File: config.mk
export PLATFORM = sky130hd
export DESIGN_NAME = stack_cmd_issuer
export DESIGN_NICKNAME = d
export VERILOG_FILES = /design/src/rtl/stack_cmd_issuer.sv
export SDC_FILE = /design/constraint.sdc
export NUM_CORES = 1
export LEC_CHECK = 0
export ABC_CLOCK_PERIOD_IN_PS = 5600
export BUFFER_PORTS_ARGS = -buffer_cell sky130_fd_sc_hd__buf_4
export CAP_MARGIN = 20
export CORE_UTILIZATION = 60
export CTS_CLUSTER_DIAMETER = 200
export DETAILED_ROUTE_END_ITERATION = 6
export PLACE_DENSITY = 0.89
export SLEW_MARGIN = 20
export SYNTH_ARGS = -nofsm -noshare
export SYNTH_HDL_FRONTEND = slang
export SYNTH_SLANG_ARGS = --single-unit
File: constraint.sdc
create_clock -name clock -period 5.6 [get_ports clock]
set_input_delay 0.56 -clock clock [delete_from_list [all_inputs] [get_ports clock]]
set_output_delay 0.56 -clock clock [all_outputs]
set_load 0.02 [all_outputs]
File: src/rtl/stack_cmd_issuer.sv
`default_nettype none
// ============================================================================
//  Module   : stack_cmd_issuer
//  Purpose  : Upstream stage of the stack unit. Host commands (3-bit op plus
//             32-bit operand) are buffered in a DEPTH-entry FIFO and handed to
//             the stack unit one at a time over a four-phase rdy/ack
//             handshake. The opcode is carried through without interpretation.
//
//  Ports    : clock        in   system clock, rising edge
//             reset_n      in   asynchronous active-low reset
//             host_valid   in   host offers a command this cycle
//             host_op      in   [2:0]  command opcode
//             host_data    in   [31:0] command operand
//             host_ready   out  FIFO can accept (count != DEPTH)
//             datain       out  [31:0] registered operand to the stack unit
//             op           out  [2:0]  registered opcode to the stack unit
//             rdy_out      out  request to the stack unit
//             ack_in       in   acknowledge from the stack unit
//             count        out  [AW:0] entries queued, excluding the one presented
//             busy         out  FSM not idle or FIFO not empty
//             timeout_err  out  sticky abort flag
//             err_clr      in   synchronous clear of timeout_err
//
//  Options  : STACK_CMD_TIMEOUT_EN - when defined, a request left
//             unacknowledged for TIMEOUT cycles is aborted and timeout_err
//             is set. When undefined, the request waits indefinitely and
//             timeout_err is tied low.
//
//  Revision : 1.0 - initial release
// ============================================================================
module stack_cmd_issuer #(
    parameter int DEPTH   = 8,
    parameter int AW      = 3,
    parameter int TIMEOUT = 64
) (
    input  logic          clock,
    input  logic          reset_n,
    input  logic          host_valid,
    input  logic [2:0]    host_op,
    input  logic [31:0]   host_data,
    output logic          host_ready,
    output logic [31:0]   datain,
    output logic [2:0]    op,
    output logic          rdy_out,
    input  logic          ack_in,
    output logic [AW:0]   count,
    output logic          busy,
    output logic          timeout_err,
    input  logic          err_clr
);

    localparam logic [AW:0] C_DEPTH = (AW + 1)'(DEPTH);

    typedef enum logic [1:0] {
        S_IDLE    = 2'd0,
        S_PRESENT = 2'd1,
        S_RELEASE = 2'd2
    } state_t;

    // ------------------------------------------------------------------------
    // Storage and state
    // ------------------------------------------------------------------------
    logic [2:0]    op_mem   [DEPTH];
    logic [31:0]   data_mem [DEPTH];

    logic [AW-1:0] wr_ptr_q, wr_ptr_d;
    logic [AW-1:0] rd_ptr_q, rd_ptr_d;
    logic [AW:0]   count_q,  count_d;

    state_t        state_q;
    logic          rdy_q;
    logic [31:0]   datain_q;
    logic [2:0]    op_q;

    logic          w_push;
    logic          w_pop;
    logic          w_tmo_fire;

    // A full FIFO refuses the push even if the FSM pops in the same cycle;
    // this keeps host_ready a pure function of registered state.
    assign host_ready = (count_q != C_DEPTH);
    assign w_push     = host_valid & host_ready;
    assign w_pop      = (state_q == S_IDLE) && (count_q != '0);

    // ------------------------------------------------------------------------
    // FIFO pointer / occupancy next-state. DEPTH is a power of two, so the
    // AW-bit pointers wrap naturally.
    // ------------------------------------------------------------------------
    always_comb begin
        wr_ptr_d = wr_ptr_q;
        rd_ptr_d = rd_ptr_q;
        count_d  = count_q;
        if (w_push) begin
            wr_ptr_d = wr_ptr_q + 1'b1;
        end
        if (w_pop) begin
            rd_ptr_d = rd_ptr_q + 1'b1;
        end
        case ({w_push, w_pop})
            2'b10:   count_d = count_q + 1'b1;
            2'b01:   count_d = count_q - 1'b1;
            default: count_d = count_q;
        endcase
    end

    // Data storage needs no reset: an entry is only read after being written.
    always_ff @(posedge clock) begin
        if (w_push) begin
            op_mem[wr_ptr_q]   <= host_op;
            data_mem[wr_ptr_q] <= host_data;
        end
    end

    always_ff @(posedge clock or negedge reset_n) begin
        if (!reset_n) begin
            wr_ptr_q <= '0;
            rd_ptr_q <= '0;
            count_q  <= '0;
        end else begin
            wr_ptr_q <= wr_ptr_d;
            rd_ptr_q <= rd_ptr_d;
            count_q  <= count_d;
        end
    end

    // ------------------------------------------------------------------------
    // Optional acknowledge timeout
    // ------------------------------------------------------------------------
`ifdef STACK_CMD_TIMEOUT_EN
    localparam int              TW         = $clog2(TIMEOUT + 1);
    localparam logic [TW-1:0]   C_TMO_LAST = TW'(TIMEOUT - 1);

    logic [TW-1:0] tmo_q;
    logic          err_q;

    // The counter holds the number of completed PRESENT cycles, so the
    // abort happens on the TIMEOUT-th edge spent in PRESENT. An ack on that
    // same edge takes priority and is treated as a normal acknowledge.
    assign w_tmo_fire = (state_q == S_PRESENT) && !ack_in && (tmo_q == C_TMO_LAST);

    always_ff @(posedge clock or negedge reset_n) begin
        if (!reset_n) begin
            tmo_q <= '0;
        end else if (state_q != S_PRESENT) begin
            tmo_q <= '0;
        end else if (!ack_in && !w_tmo_fire) begin
            tmo_q <= tmo_q + 1'b1;
        end
    end

    // Set has priority over clear.
    always_ff @(posedge clock or negedge reset_n) begin
        if (!reset_n) begin
            err_q <= 1'b0;
        end else if (w_tmo_fire) begin
            err_q <= 1'b1;
        end else if (err_clr) begin
            err_q <= 1'b0;
        end
    end

    assign timeout_err = err_q;
`else
    logic w_unused;

    assign w_tmo_fire  = 1'b0;
    assign timeout_err = 1'b0;
    assign w_unused    = err_clr | (TIMEOUT < 1);
`endif

    // ------------------------------------------------------------------------
    // Handshake FSM with registered outputs
    // ------------------------------------------------------------------------
    always_ff @(posedge clock or negedge reset_n) begin
        if (!reset_n) begin
            state_q  <= S_IDLE;
            rdy_q    <= 1'b0;
            datain_q <= '0;
            op_q     <= '0;
        end else begin
            case (state_q)
                S_IDLE: begin
                    if (w_pop) begin
                        datain_q <= data_mem[rd_ptr_q];
                        op_q     <= op_mem[rd_ptr_q];
                        rdy_q    <= 1'b1;
                        state_q  <= S_PRESENT;
                    end
                end
                S_PRESENT: begin
                    // A timed-out command is simply dropped; RELEASE still
                    // waits for ack to be low before the next one goes out.
                    if (ack_in || w_tmo_fire) begin
                        rdy_q   <= 1'b0;
                        state_q <= S_RELEASE;
                    end
                end
                S_RELEASE: begin
                    if (!ack_in) begin
                        state_q <= S_IDLE;
                    end
                end
                default: begin
                    rdy_q   <= 1'b0;
                    state_q <= S_IDLE;
                end
            endcase
        end
    end

    assign rdy_out = rdy_q;
    assign datain  = datain_q;
    assign op      = op_q;
    assign count   = count_q;
    assign busy    = (state_q != S_IDLE) || (count_q != '0);

endmodule
`default_nettype wire
==> impl_metrics.csv <==
group,metric,value,unit
sta,finClkSkew,0.01868,ns
worst_setup_path,critPathMaxStageDelay,0.53,ns
routing,first_iter_violations,576,
clocking,cts_buffers,31,
sta,period_needed,3.430,ns
routing,drc,0,
cells_and_area,final.fill_count,1226,
sta,fmax,291.6,MHz
grt,grt_pass1_vias,7086,
synthesis,synth.distinct_cells,34,
sta,final_max_slew_viol_count,0,
sta,finalHoldViolations,0,
grt,grt_max_degree,111,
placement,gp_congestion,0.7029,
cells_and_area,syn_to_final_growth,14.86,%
worst_setup_path,cpMostUsedCell,"xor2_1",
synthesis,ys_seq_area_frac,0.7552,
grt,grt_pass1_wl,39.39,mm
worst_setup_path,start_kind,"register",
worst_setup_path,worstRegToRegCells,11,
worst_setup_path,r2r_end,"count[2]$_DFFE_PN0P_",
sta,rsz0062_at_grt,"false",
clocking,clock_latency,0.56,ns
routing,wl_per_cell,22.86,um
worst_setup_path,critPathSlowestCell,"inv_2",
grt,antenna_found_initial,0,
die,start_util,0.6208,
worst_setup_path,cp-end-kind,"register",
synthesis,yosys.area.top_type,"edfxtp_1",
synthesis,ys_ff_latch,328,
grt,groute.usage.overall,0.2427,
synthesis,yosysTopAreaCellShare,0.6608,
cells_and_area,multiInputGateArea,0.002927,sq mm
clocking,post_cts_resized,0,
worst_setup_path,critPathArrivalTime,3.86,ns
die,dieArea,0.02179,sq mm
worst_setup_path,crit_path_cell_trace,"nor4_4 -> nand2b_2 -> buf_4 -> inv_2 -> ha_1 -> xor2_1 -> ha_1 -> a21oi_1 -> xor2_1 -> nor2_1 -> xor2_1",
worst_setup_path,rrSetupSlack,2.17,ns
clocking,cts.reportedPaths.clkPinSlew,0.06,ns
routing,viasPerCell,6.090,
sta,tns,0,ns
sta,relSlewSlack,0.2650,
clocking,cts_tree,"built",
clocking,root_buffer,"clkbuf_16",
synthesis,synth_edf_count,280,
cells_and_area,final_cells,1128,
placement,dp.cells,1069,
worst_hold_path,hold_class,"in -> async",
synthesis,ys_dominant_reg_cell,"edfxtp_1",
routing,dr.pass1.iters,5,
die,io_pins,83,
placement,io_buffers,80,
synthesis,synth_area_per_cell,16.99,sq um
power,p_leak,0.005527,uW
job,drv_cap,0,
cells_and_area,drive_gt1_frac,0.1946,
power,peakVddDrop,467.7,uV
placement,hpwl,13.32,mm
die,num_rows,52,
power,powerDensity,550.2,mW/mm^2
worst_setup_path,crit_path_max_fanout,39,
sta,setup-violations-final,0,
sta,holdWs,0.04819,ns
cells_and_area,area.sequential,0.009613,sq mm
synthesis,syn_area,0.01272,sq mm
die,fp.coreArea,0.02049,sq mm
cells_and_area,fin_nets,878,
die,die_w,147.6,um
outcome,outcome,"finished, final reports clean",
worst_setup_path,r2r-start,"count[2]$_DFFE_PN0P_",
synthesis,synth_nets,794,
clocking,cts_setup_buffers,0,
routing,vias,6869,
synthesis,synthCells,749,
synthesis,synthArstFlopShare,0.1463,
grt,overflow,0,
synthesis,synth_commonest_cells,"edfxtp_1 (280), mux2i_1 (140), nand2_1 (79), a22oi_1 (70), dfrtp_1 (48)",
synthesis,synth_top_cells_by_area,"edfxtp_1 (66%), mux2i_1 (11%), dfrtp_1 (9.4%), a22oi_1 (4.1%), nand2_1 (2.3%)",
power,power,8041,uW
synthesis,yosys_warnings,0,
sta,min_period_over_period,0.6124,
clocking,cts.sinks,328,
worst_setup_path,crit_required,6.03,ns
clocking,htree_num_levels,1,
clocking,clockBufferDepth,3,
routing,wl,25.78,mm
synthesis,yosysMostFrequentCell,"edfxtp_1",
die,die_h,147.6,um
clocking,postCtsHoldBufs,0,
worst_setup_path,critPathKind,"reg -> reg",
sta,worst_slew_pin_slew,1.100,ns
cells_and_area,n_antenna_cell,0,
routing,antenna_left,0,
worst max-delay path by stage:
stage	slack, ns	start	end
final	2.17	count[2]$_DFFE_PN0P_	count[2]$_DFFE_PN0P_
after global routing	1.95	count[2]$_DFFE_PN0P_	count[2]$_DFFE_PN0P_
after CTS	2.14	count[2]$_DFFE_PN0P_	count[2]$_DFFE_PN0P_
after detailed placement	2.16	count[2]$_DFFE_PN0P_	count[2]$_DFFE_PN0P_
after global placement	2.26	count[2]$_DFFE_PN0P_	count[2]$_DFFE_PN0P_
after floorplan	1.48	count[1]$_DFFE_PN0P_	data_mem[0][0]$_DFFE_PP_
where the power goes:
| part | leakage [uW] | switching, uW | internal (uW) | total (uW) |
|---|---|---|---|---|
| clock network | 0.000491 | 859 | 1200 | 2060 |
| logic | 0.00192 | 1560 | 971 | 2530 |
| registers | 0.00312 | 287 | 3160 | 3450 |
layout by cell type, fill, tap and decap left out, types with 3 or more instances in the layout:
cell / count
mux2i_1: 140
bufinv_16: 3
a22oi_1: 70
nand3_1: 27
clkinv_1: 3
nor2_1: 5
clkbuf_16: 31
clkbuf_8: 3
nand3_2: 10
o21ai_0: 3
xor2_1: 5
clkinv_2: 4
buf_4: 90
nor2_4: 7
ha_1: 5
dfrtp_1: 47
nand2_1: 79
clkbuf_1: 10
edfxtp_1: 280
xnor2_1: 4
stage by stage:
stage | util | cell area (sq um) | worst slack [ns]
after floorplan | - | 12720 | 1.475
after global placement | 0.6625 | 13580 | 2.257
final | 0.7131 | 14610 | 2.170
after detailed placement | 0.6625 | 13580 | 2.163
after global routing | 0.7131 | 14610 | 1.952
after CTS | 0.7117 | 14590 | 2.143
worst max-delay path, delay by kind of cell, from the launching register on:
family / cells / cell delay [ns]
buffers and inverters: 2 / 0.96
adders and majority gates: 2 / 0.63
and+or+nand+nor: 3 / 0.60
xor gates and xnor gates: 3 / 0.48
DFF: 1 / 0.47
AOI/OAI and AO/OA: 1 / 0.14
area by class of cell:
class / instances / area share
clock buffer: 44 / 0.05848
clock inverter: 14 / 0.01062
inverter: 1 / 0.0002568
multi-input combinational: 379 / 0.2003
sequential: 328 / 0.6578
tap: 270 / 0.02312
timing repair buffer: 92 / 0.04949
sequential cells by signal, indices dropped and copies added, names as in the netlist:
register  count
count         4
data_mem    256
datain       32
op            3
op_mem       24
rd_ptr_q      3
rdy_out       1
state_q       2
wr_ptr_q      3
metal layers:
layer / up-vias / routed length, um / track usage
met1: 3454 / 9969 / 0.3055
met2: 315 / 13470 / 0.4205
met4: 0 / 691 / 0.1046
li1: 3047 / - / -
met3: 53 / 1654 / 0.03796
met5: - / 0 / 0
cells by family after synthesis:
kind of cell,count (synthesis),synth area share
adder cells (fa/ha/maj),5,0.004917
AO/OA/AOI/OAI,76,0.04386
buffers and inverters,42,0.02085
XOR/XNOR,9,0.006195
AND/OR/NAND/NOR,146,0.05674
multiplexers,142,0.1119
other,1,0.0002947
flip-flops,328,0.7552
(Power assumes the default switching activity.)
